==> src/rtl/ccff_chain_loader.sv <==
`default_nettype none
// ============================================================================
// Module      : ccff_chain_loader
// Description : Loads the fabric configuration chain. Bitstream words come in
//               over a valid/ready stream and are shifted out MSB-first on
//               ccff_head. The chain clock is gated by ccff_clk_en, and exactly
//               CHAIN_LEN bits are shifted before done pulses. A one-word
//               holding buffer lets the next word be taken while the current
//               one is still shifting, so streaming has no gaps.
//
// Ports       : prog_clk, prog_reset  - clock, synchronous active-high reset
//               start, abort          - begin load (IDLE only) / cancel load
//               s_data/s_valid/s_ready- bitstream word stream
//               ccff_head, ccff_tail  - chain head output / chain tail return
//               ccff_clk_en           - chain shifts on prog_clk when high
//               busy, done, aborted   - status and one-cycle pulses
//               bits_loaded           - bits shifted in current/last load
//               tail_crc              - CRC-16-CCITT of the tail stream
//                                       (only with CCFF_TAIL_CRC_EN)
//
// Options     : `define CCFF_TAIL_CRC_EN adds the tail_crc readback output.
// Revision    : 1.0 - initial release
// ============================================================================
module ccff_chain_loader #(
    parameter int WORD_W    = 8,
    parameter int CHAIN_LEN = 1024,
    parameter int CNT_W     = 11
) (
    input  logic              prog_clk,
    input  logic              prog_reset,
    input  logic              start,
    input  logic              abort,
    input  logic [WORD_W-1:0] s_data,
    input  logic              s_valid,
    output logic              s_ready,
    output logic              ccff_head,
    input  logic              ccff_tail,
    output logic              ccff_clk_en,
    output logic              busy,
    output logic              done,
    output logic              aborted,
    output logic [CNT_W-1:0]  bits_loaded
`ifdef CCFF_TAIL_CRC_EN
    ,
    output logic [15:0]       tail_crc
`endif
);

    localparam int c_WIDX_W = (WORD_W > 1) ? $clog2(WORD_W) : 1;
    localparam logic [c_WIDX_W-1:0] c_WIDX_LAST = c_WIDX_W'(WORD_W - 1);
    localparam logic [CNT_W-1:0]    c_LAST_BIT  = CNT_W'(CHAIN_LEN - 1);

    localparam logic [1:0] c_IDLE  = 2'd0;
    localparam logic [1:0] c_WAIT  = 2'd1;
    localparam logic [1:0] c_SHIFT = 2'd2;
    localparam logic [1:0] c_DONE  = 2'd3;

    logic [1:0]          r_state;
    logic [WORD_W-1:0]   r_sreg;
    logic [c_WIDX_W-1:0] r_widx;
    logic [WORD_W-1:0]   r_hbuf;
    logic                r_hvalid;
    logic [CNT_W-1:0]    r_cnt;
    logic                r_aborted;

    logic [1:0]          w_state_nxt;
    logic [WORD_W-1:0]   w_sreg_nxt;
    logic [c_WIDX_W-1:0] w_widx_nxt;
    logic [WORD_W-1:0]   w_hbuf_nxt;
    logic                w_hvalid_nxt;
    logic [CNT_W-1:0]    w_cnt_nxt;
    logic                w_aborted_nxt;
    logic                w_fire;

    assign s_ready     = ((r_state == c_WAIT) || (r_state == c_SHIFT)) && !r_hvalid;
    assign w_fire      = s_valid && s_ready;
    assign ccff_head   = r_sreg[WORD_W-1];
    assign ccff_clk_en = (r_state == c_SHIFT);
    assign busy        = (r_state != c_IDLE);
    // An abort landing in the DONE cycle cancels the completion pulse so that
    // exactly one of done/aborted reports the end of a load.
    assign done        = (r_state == c_DONE) && !abort;
    assign aborted     = r_aborted;
    assign bits_loaded = r_cnt;

    always_ff @(posedge prog_clk) begin
        if (prog_reset) begin
            r_state   <= c_IDLE;
            r_sreg    <= '0;
            r_widx    <= '0;
            r_hbuf    <= '0;
            r_hvalid  <= 1'b0;
            r_cnt     <= '0;
            r_aborted <= 1'b0;
        end else begin
            r_state   <= w_state_nxt;
            r_sreg    <= w_sreg_nxt;
            r_widx    <= w_widx_nxt;
            r_hbuf    <= w_hbuf_nxt;
            r_hvalid  <= w_hvalid_nxt;
            r_cnt     <= w_cnt_nxt;
            r_aborted <= w_aborted_nxt;
        end
    end

    always_comb begin
        w_state_nxt   = r_state;
        w_sreg_nxt    = r_sreg;
        w_widx_nxt    = r_widx;
        w_hbuf_nxt    = r_hbuf;
        w_hvalid_nxt  = r_hvalid;
        w_cnt_nxt     = r_cnt;
        w_aborted_nxt = 1'b0;

        if ((r_state != c_IDLE) && abort) begin
            // Counter is frozen so the host can see how far the load got.
            w_state_nxt   = c_IDLE;
            w_hvalid_nxt  = 1'b0;
            w_aborted_nxt = 1'b1;
        end else begin
            case (r_state)
                c_IDLE: begin
                    if (start) begin
                        w_state_nxt  = c_WAIT;
                        w_cnt_nxt    = '0;
                        w_hvalid_nxt = 1'b0;
                    end
                end
                c_WAIT: begin
                    if (w_fire) begin
                        w_sreg_nxt  = s_data;
                        w_widx_nxt  = '0;
                        w_state_nxt = c_SHIFT;
                    end
                end
                c_SHIFT: begin
                    w_sreg_nxt = r_sreg << 1;
                    w_widx_nxt = r_widx + c_WIDX_W'(1);
                    w_cnt_nxt  = r_cnt + CNT_W'(1);
                    if (r_cnt == c_LAST_BIT) begin
                        // Final chain bit: leftover word bits are dropped.
                        w_state_nxt  = c_DONE;
                        w_hvalid_nxt = 1'b0;
                    end else if (r_widx == c_WIDX_LAST) begin
                        w_widx_nxt = '0;
                        if (r_hvalid) begin
                            w_sreg_nxt   = r_hbuf;
                            w_hvalid_nxt = 1'b0;
                        end else if (w_fire) begin
                            w_sreg_nxt = s_data;
                        end else begin
                            // Starved: chain clock stops until a word arrives.
                            w_state_nxt = c_WAIT;
                        end
                    end else if (w_fire) begin
                        w_hbuf_nxt   = s_data;
                        w_hvalid_nxt = 1'b1;
                    end
                end
                default: begin
                    w_state_nxt = c_IDLE;
                end
            endcase
        end
    end

`ifdef CCFF_TAIL_CRC_EN
    // CRC-16-CCITT, MSB-first, over every bit leaving the chain tail.
    logic [15:0] r_crc;
    logic        w_crc_fb;

    assign w_crc_fb = r_crc[15] ^ ccff_tail;

    always_ff @(posedge prog_clk) begin
        if (prog_reset) begin
            r_crc <= 16'hFFFF;
        end else if ((r_state == c_IDLE) && start) begin
            r_crc <= 16'hFFFF;
        end else if (ccff_clk_en) begin
            r_crc <= {r_crc[14:0], 1'b0} ^ (w_crc_fb ? 16'h1021 : 16'h0000);
        end
    end

    assign tail_crc = r_crc;
`else
    logic w_unused_tail;
    assign w_unused_tail = ccff_tail;
`endif

endmodule
`default_nettype wire

==> config.mk <==
export PLATFORM = sky130hd
export DESIGN_NAME = ccff_chain_loader
export DESIGN_NICKNAME = d
export VERILOG_FILES = /design/src/rtl/ccff_chain_loader.sv
export SDC_FILE = /design/constraint.sdc
export NUM_CORES = 1
export LEC_CHECK = 0
export CAP_MARGIN = 0
export CORE_UTILIZATION = 40
export CTS_CLUSTER_DIAMETER = 120
export DETAILED_ROUTE_END_ITERATION = 8
export GPL_TIMING_DRIVEN = 0
export PLACE_DENSITY = 0.66
export SETUP_SLACK_MARGIN = 0.02
export SYNTH_ARGS = -nofsm -noshare
export SYNTH_HDL_FRONTEND = slang
export SYNTH_SLANG_ARGS = --single-unit
==> constraint.sdc <==
create_clock -name prog_clk -period 2.1 [get_ports prog_clk]
set_clock_uncertainty 0.15 [all_clocks]
set_input_delay 0.315 -clock prog_clk [delete_from_list [all_inputs] [get_ports prog_clk]]
set_output_delay 0.315 -clock prog_clk [all_outputs]
set_load 0.005 [all_outputs]
==> results of run 1 <==
flip-flops by register name, indices dropped and copies added (netlist names):
register,cells
r_hvalid,1
aborted,1
r_sreg,8
bits_loaded,11
r_widx,3
r_hbuf,8
r_state,2
cells in the final DEF (no fill, tap or decap), types with 3 or more instances in the layout:
cell type and n:
xnor2_1 7, clkbuf_8 6, a221oi_2 5, nand2_1 20, ha_1 4, xor2_1 3, nand3_1 7, a211oi_1 8
dfxtp_2 4, mux2i_1 8, dfxtp_4 5, nand4_1 3, nor2_1 28, dfxtp_1 25, buf_4 12, clkbuf_1 3
a21oi_1 7, clkdlybuf4s50_1 27
power by group through the flow:
stage / Sequential, W / Combinational [W] / Clock, W
after global placement: 0.000778 / 0.000485 / 0
final: 0.000768 / 0.000664 / 0.000612
after detailed placement: 0.000778 / 0.000486 / 0
after global routing: 0.000778 / 0.000733 / 0.000652
after floorplan: 0.000771 / 0.000317 / 0
after CTS: 0.000769 / 0.000572 / 0.000627
logic make-up after synthesis:
family	after synthesis
fa+ha+maj	8
xor+xnor	10
buf+inv	11
compound gates	36
simple gates	81
flops	34
mux	8
per-layer routing:
metal | global-route usage [%] | vias to the layer above | part of all wire, %
met1 | 27.60 | 750 | 43
met3 | 5.000 | 11 | 4.9
met5 | 0 | - | 0
met2 | 31.63 | 54 | 50
li1 | - | 775 | -
met4 | 5.851 | 0 | 2.2
path summary, 6_finish.rpt:
path | from | end | slack, ns | cells past startpoint
worst min-delay path | r_sreg[2] | r_sreg[3] | 0.31 | 2
worst min register to register | r_sreg[2] | r_sreg[3] | 0.31 | 2
worst max-delay path | r_state[0] | r_sreg[5] | 0.02 | 8
worst max register to register | r_state[0] | r_sreg[5] | 0.02 | 8
critical path, stage by stage, from the launching register on:
cell and delay, ns:
dfxtp_4 0.36, clkinvlp_4 0.10, ha_4 0.30, nand3b_1 0.19, buf_4 0.21, o21ai_4 0.14
buf_12 0.16, a221oi_2 0.07, a211oi_1 0.28
final cells by class:
cell class / instances / area [sq um] / share of cell area [%]
repair buffers: 44 / 434.2 / 17.16
plain buffers: 7 / 37.54 / 1.484
multi-input cells: 143 / 1160 / 45.85
inverters: 4 / 18.77 / 0.7418
flip-flops and latches: 34 / 704.4 / 27.84
well taps: 50 / 62.56 / 2.473
clock inverters: 1 / 30.03 / 1.187
clock buffers: 6 / 82.58 / 3.264
through the flow:
| step | instances | setup WS, ns |
|---|---|---|
| after floorplan | 188 | 0.02342 |
| after global placement | 267 | -0.2869 |
| after detailed placement | 267 | -0.2883 |
| after CTS | 280 | 0.02926 |
| after global routing | 289 | -0.04920 |
| final | 289 | 0.02260 |
repair_timing:
| item | CTS | global route |
|---|---|---|
| pin swaps | 7 | 12 |
| gates resized for setup | 33 | 34 |
| setup buffers | 6 | 9 |
| endpoints found under the setup margin | 24 | 30 |
==> results.ini, run 1 <==
[synthesis]
synth_top_area_share_pct = 40.99
yosys.area.top_type = dfxtp_1
yosysMostFrequentCell = dfxtp_1
synth_enable_flop_cells = 0
synthTopCellsByCount = dfxtp_1 (34), nor2_1 (29), nand2_1 (22)
avgSynthCellArea_sq_um = 8.832
syn_inst = 188
synthAdderAreaFrac_pct = 6.029
synth_ff_type = dfxtp_1
yosysSeqAreaShare_pct = 40.99
synth-xor-area-share_pct = 5.275
yosys_warnings = 0
synth.area.top_cells = dfxtp_1 (41%), nor2_1 (6.6%), ha_1 (6.0%)
synth_compound_area_share_pct = 17.26
ys_types = 39
synth_top_family_by_area = simple AND/OR/NAND/NOR gates
synthArstFlopShare_pct = 0
yosys.area_share.simple_pct = 23.06
netlist_area_sq_mm = 0.001660
synth_fp_nets = 210
synth_seq_cells = 34
synth_mux_area_share_pct = 4.823

[timing]
setup_tns_ns = 0
timing.final.crit_share_pct = 98.92
fmax_mhz = 481.4
worst_pin_slew_ns = 0.4533
final_max_slew_viol_count = 0
rsz0062_at_grt = yes
relSlewSlack_pct = 69.78
hold_viol_final = 0
hold_slack_ns = 0.3097
fin_crit_ns = 2.077
setup_viol = 0

[global_routing]
grt_max_degree = 11
grt_pass1_vias = 1426
grt_use_total_pct = 20.33
grt_pass1_wl_um = 6734
antenna_found_initial = 0
gr-total-overflow = 0

[die]
rows = 23
die_area_sq_mm = 0.004412
io_pins = 31
start_util_pct = 41.51
chipHeight_um = 66.43
coreArea_sq_mm = 0.004000
die_w_um = 66.43

[outcome]
outcome = finished clean

[power_and_ir_drop]
p_seq_share_pct = 37.6
p_per_area_mw_per_mm2 = 807.7
power.share.combinational_pct = 32.5
clkPwrFrac_pct = 29.9
p_sw_w = 0.0006347
sw_frac_of_total_pct = 31.06
p_leak_nw = 0.8969
internal-power_w = 0.001409
max-vdd-ir-drop_uv = 547.5
finalPower_w = 0.002043

[worst_setup_path]
crit_arrival_ns = 2.11
cp.required_ns = 2.13
cp-end-kind = register
start_kind = register
crit_type = reg -> reg
path_max_fanout = 8

[clocking]
htreeDepth = 2
tritoncts = built
clk_pin_slew_ns = 0.07
cts_root_buffer = clkbuf_8
clockBufferDepth = 2
cts_num_sinks = 34
numCtsBuffers = 5
clock_latency_ns = 0.28
cts_hold_buf = 0

[finish]
n_antenna_cell = 0
drive_above_1_share_pct = 29.29
fillers = 334
syn_to_final_growth_pct = 52.37
finalNetCount = 261
final_area_sq_mm = 0.002530
fin_util_pct = 63.25

[placed_design]
dp_hpwl_um = 2525
gp_congestion = 0.8504
numPortBuffers = 29
placed_cell_area_sq_mm = 0.002013

[drt]
drt-initial-drc-count = 70
wl_per_cell_um = 15.13
drtAntennaViolNets = 0
dr_total_vias = 1590
viasPerCell = 5.502
drc = 0
first_pass_iters = 4
routed_wl_um = 4372

[job]
maxCapViolations = 0

[min_path]
min-delay-path-class = reg -> reg

(Power assumes the default switching activity.)
==> inputs of run 2 (changes only) <==
--- a/config.mk
+++ b/config.mk
@@ -10,7 +10,6 @@
 export CTS_CLUSTER_DIAMETER = 120
 export DETAILED_ROUTE_END_ITERATION = 8
 export GPL_TIMING_DRIVEN = 0
-export PLACE_DENSITY = 0.66
 export SETUP_SLACK_MARGIN = 0.02
 export SYNTH_ARGS = -nofsm -noshare
 export SYNTH_HDL_FRONTEND = slang
==> constraint.sdc (replaced) <==
create_clock -name prog_clk -period 2 [get_ports prog_clk]
set_clock_uncertainty 0.15 [all_clocks]
set_input_delay 0.3 -clock prog_clk [delete_from_list [all_inputs] [get_ports prog_clk]]
set_output_delay 0.3 -clock prog_clk [all_outputs]
set_load 0.005 [all_outputs]
==> results.ini, run 2 (synthesis gave the netlist of run 1 again) <==
[outcome]
outcome = finished clean

[clocking]
numCtsBuffers = 5
tritoncts = built
cts_hold_buf = 0
htreeDepth = 2
cts_root_buffer = clkbuf_8
clock_latency_ns = 0.29
clockBufferDepth = 2
clk_pin_slew_ns = 0.07
cts_num_sinks = 34

[global_routing]
grt_pass1_wl_um = 6775
antenna_found_initial = 0
grt_max_degree = 12
grt_use_total_pct = 20.80
gr-total-overflow = 0
grt_pass1_vias = 1479

[die]
coreArea_sq_mm = 0.004000
io_pins = 31
die_w_um = 66.43
rows = 23
start_util_pct = 41.51
chipHeight_um = 66.43
die_area_sq_mm = 0.004412

[drt]
wl_per_cell_um = 14.46
wl_met2_um = 2013
dr.max_layer_used = met4
routed_wl_um = 4180
drtAntennaViolNets = 0
drt-initial-drc-count = 107
dr_total_vias = 1582
viasPerCell = 5.474
met1_length_um = 1901
drc = 0
dr_wl_met3_um = 157
first_pass_iters = 4

[placed_design]
dp_hpwl_um = 2786
gp_congestion = 0.8001
numPortBuffers = 29

[power_and_ir_drop]
max-vdd-ir-drop_uv = 432.9
internal-power_w = 0.001357
p_leak_nw = 0.8909
power.share.combinational_pct = 33.9
clkPwrFrac_pct = 26.4
p_seq_share_pct = 39.8
p_per_area_mw_per_mm2 = 832.0
sw_frac_of_total_pct = 32.96
p_sw_w = 0.0006670

[finish]
fillers = 346
layout_common_cells = nor2_1 (28), clkdlybuf4s50_1 (26), dfxtp_1 (22)
finalNetCount = 260
final_common_cell = nor2_1
largest_reg_flops = 11
n_antenna_cell = 0
syn_to_final_growth_pct = 46.50
drive_above_1_share_pct = 28.87

[worst_setup_path]
cp-end-kind = register
start_kind = register
cp.required_ns = 2.05
path_max_fanout = 6
crit_arrival_ns = 2.04
crit_type = reg -> reg

[timing]
hold_viol_final = 0
timing.final.crit_share_pct = 99.59
setup_viol = 0
fmax_mhz = 502.1
final_max_slew_viol_count = 0
setup_tns_ns = 0
relSlewSlack_pct = 66.66
fin_crit_ns = 1.992
rsz0062_at_grt = yes
hold_slack_ns = 0.3137
worst_pin_slew_ns = 0.5000

[job]
maxCapViolations = 0

[min_path]
min-delay-path-class = reg -> reg

run 2: worst max-delay path, cell delays in order (launching register included):
cell	delay, ns
dfxtp_4	0.38
nand4_1	0.11
buf_6	0.16
o41ai_4	0.38
o221ai_2	0.15
or4_1	0.49
o31ai_1	0.08
run 2: power groups by stage:
stage | combinational (W) | sequential, W | clock (W)
final | 0.000686 | 0.000805 | 0.000533
after global routing | 0.000756 | 0.000812 | 0.000577
after CTS | 0.000604 | 0.000803 | 0.000547
after detailed placement | 0.000510 | 0.000821 | 0
after global placement | 0.000502 | 0.000816 | 0
after floorplan | 0.000337 | 0.000811 | 0
run 2: path summary, 6_finish.rpt:
check	from	endpoint	slack, ns	cells after the start
max	bits_loaded[6]	r_state[1]	0.008	6
min	r_sreg[3]	r_sreg[4]	0.31	2
max reg2reg	bits_loaded[6]	r_state[1]	0.008	6
min reg2reg	r_sreg[3]	r_sreg[4]	0.31	2
run 2: what timing repair did:
action	4_1_cts	5_1_grt
pin swaps	5	9
endpoints found under the setup margin	26	31
setup buffers	8	6
gates resized for setup	30	26
run 2: cell type report:
type / instances / area, sq um / share of cell area [%]
Clock buffer: 6 / 82.58 / 3.395
Timing Repair Buffer: 43 / 402.9 / 16.56
Inverter: 4 / 17.52 / 0.7202
Clock inverter: 2 / 12.51 / 0.5144
Buffer: 7 / 35.03 / 1.440
Multi-Input combinational cell: 143 / 1111 / 45.68
Sequential cell: 34 / 708.2 / 29.12
Tap cell: 50 / 62.56 / 2.572
run 2: metal layers:
layer	up-vias	track usage, %
li1	775	-
met1	760	26.05
met2	33	33.29
met3	14	5.000
met4	0	9.840
met5	-	0
run 2: metrics by stage:
stage / instance area (sq um) / instances / util [%] / setup WS (ns) / total power (W)
after floorplan: 1688 / 188 / - / 0.03223 / 0.001148
after global placement: 2041 / 267 / 51.02 / -0.3028 / 0.001319
after detailed placement: 2041 / 267 / 51.02 / -0.3184 / 0.001331
after CTS: 2301 / 283 / 57.52 / 0.004518 / 0.001953
after global routing: 2432 / 289 / 60.81 / -0.07420 / 0.002145
final: 2432 / 289 / 60.81 / 0.008169 / 0.002024
==> inputs of run 3 (changes only) <==
--- a/config.mk
+++ b/config.mk
@@ -7,10 +7,12 @@
 export LEC_CHECK = 0
 export CAP_MARGIN = 0
 export CORE_UTILIZATION = 40
-export CTS_CLUSTER_DIAMETER = 120
+export CTS_CLUSTER_DIAMETER = 150
+export CTS_CLUSTER_SIZE = 16
 export DETAILED_ROUTE_END_ITERATION = 8
 export GPL_TIMING_DRIVEN = 0
 export SETUP_SLACK_MARGIN = 0.02
 export SYNTH_ARGS = -nofsm -noshare
 export SYNTH_HDL_FRONTEND = slang
 export SYNTH_SLANG_ARGS = --single-unit
+export TNS_END_PERCENT = 30
==> results.ini, run 3 (synthesis gave the netlist of run 1 again) <==
[clocking]
tritoncts = built
clk_pin_slew_ns = 0.07
cts_hold_buf = 0
cts_root_buffer = clkbuf_8
clockBufferDepth = 2
clock_latency_ns = 0.29
numCtsBuffers = 5
cts_num_sinks = 34
htreeDepth = 2

[power_and_ir_drop]
clkPwrFrac_pct = 25.4
p_per_area_mw_per_mm2 = 803.5
internal-power_w = 0.001388
max-vdd-ir-drop_uv = 413.4
sw_frac_of_total_pct = 33.62
power.share.combinational_pct = 36.2
p_sw_w = 0.0007031
p_leak_nw = 0.9350
p_seq_share_pct = 38.4

[worst_setup_path]
crit_type = reg -> reg
start_kind = register
slowest_stage = or4_1
path_cells = inv_2, ha_4, nand3b_1, nand2_1, o221ai_2, or4_1, o31ai_1
path_delay_family = simple AND/OR/NAND/NOR gates
path_max_fanout = 4
cp_num_buf_inv = 1
slowest_delay_ns = 0.49
cp.required_ns = 2.05
cp-end-kind = register
crit_arrival_ns = 2.04

[timing]
worst_pin_slew_ns = 0.5045
fin_crit_ns = 1.997
relSlewSlack_pct = 66.37
setup_viol = 0
final_max_slew_viol_count = 0
rsz0062_at_grt = yes
fmax_mhz = 500.8
hold_viol_final = 0
timing.final.crit_share_pct = 99.84
hold_slack_ns = 0.3169

[finish]
finalNetCount = 265
largest_reg_flops = 11
syn_to_final_growth_pct = 56.74
final_area_sq_mm = 0.002603
layout_common_cells = nor2_1 (28), clkdlybuf4s50_1 (26), dfxtp_1 (22)
n_antenna_cell = 0
final_common_cell = nor2_1
fillers = 318
drive_above_1_share_pct = 32.38

[placed_design]
dp_hpwl_um = 2786
numPortBuffers = 29
gp_congestion = 0.8001
placed_cell_area_sq_mm = 0.002041

[global_routing]
gr-total-overflow = 0
grt_use_total_pct = 20.14
antenna_found_initial = 0
grt_max_degree = 12
grt_pass1_wl_um = 6603
grt_pass1_vias = 1471

[drt]
routed_wl_um = 4451
drc = 0
first_pass_iters = 4
viasPerCell = 5.418
drtAntennaViolNets = 0
drt-initial-drc-count = 115
wl_per_cell_um = 15.14
dr_total_vias = 1593

[die]
coreArea_sq_mm = 0.004000
start_util_pct = 41.51
die_area_sq_mm = 0.004412
rows = 23
die_w_um = 66.43
io_pins = 31
chipHeight_um = 66.43

[outcome]
outcome = finished clean

[min_path]
min-delay-path-class = reg -> reg

[job]
maxCapViolations = 0

run 3: cell types whose count changed in the layout (fill, tap and decap cells not counted), moves of 2 or more:
| cell | before | now |
|---|---|---|
| dfxtp_4 | 5 | 7 |
| buf_4 | 14 | 17 |
| a221oi_4 | 0 | 4 |
| a221oi_1 | 6 | 2 |
| clkbuf_2 | 4 | 1 |
| buf_12 | 0 | 2 |
| dfxtp_2 | 7 | 5 |
run 3: layer usage:
layer	wire length, um	track usage [%]
met5	0	0
met3	189	5.345
met2	2183	31.76
met1	1986	25.29
met4	92	9.574
run 3: power by group through the flow:
| stage | Clock (W) | Combinational (W) | Sequential, W |
|---|---|---|---|
| 6_report | 0.000531 | 0.000758 | 0.000802 |
| 5_1_grt | 0.000576 | 0.000827 | 0.000809 |
| 4_1_cts | 0.000547 | 0.000584 | 0.000806 |
| 3_5_place_dp | 0 | 0.000510 | 0.000821 |
| 3_3_place_gp | 0 | 0.000502 | 0.000816 |
| 2_1_floorplan | 0 | 0.000337 | 0.000811 |
run 3: final cells by class:
| class | count | area (sq um) | area share [%] |
|---|---|---|---|
| inverters | 4 | 17.52 | 0.6731 |
| flip-flops and latches | 34 | 713.2 | 27.40 |
| multi-input cells | 143 | 1209 | 46.44 |
| clock buffers | 6 | 82.58 | 3.173 |
| repair buffers | 49 | 473.0 | 18.17 |
| clock inverters | 2 | 12.51 | 0.4808 |
| well taps | 50 | 62.56 | 2.404 |
| plain buffers | 6 | 32.53 | 1.250 |
run 3: repair_timing:
action	in CTS	in global routing
resized for setup	28	45
cloned	0	0
pin swaps	5	11
setup buffers	6	14
endpoints found under the setup margin	26	31
run 3: tightest hold or removal path: stages (launching register included):
cell	delay (ns)
dfxtp_1	0.31
nand2_1	0.05
a211oi_1	0.06
run 3: path summary, 6_finish.rpt:
check | slack (ns) | start | end | cells past startpoint
worst max-delay path | 0.003 | r_state[1] | r_state[1] | 7
worst min-delay path | 0.32 | r_sreg[2] | r_sreg[3] | 2
worst max register to register | 0.003 | r_state[1] | r_state[1] | 7
worst min register to register | 0.32 | r_sreg[2] | r_sreg[3] | 2
run 3: stage by stage:
step                setup WS, ns  util, %  total power [W]  instances   TNS, ns
floorplan                0.03223        -         0.001148        188         0
global placement         -0.3028    51.02         0.001319        267    -4.180
detailed placement       -0.3184    51.02         0.001331        267    -4.581
CTS                     -0.04304    57.12         0.001938        281  -0.04304
global route            -0.09354    65.06         0.002212        294   -0.4855
finish                  0.003115    65.06         0.002091        294         0
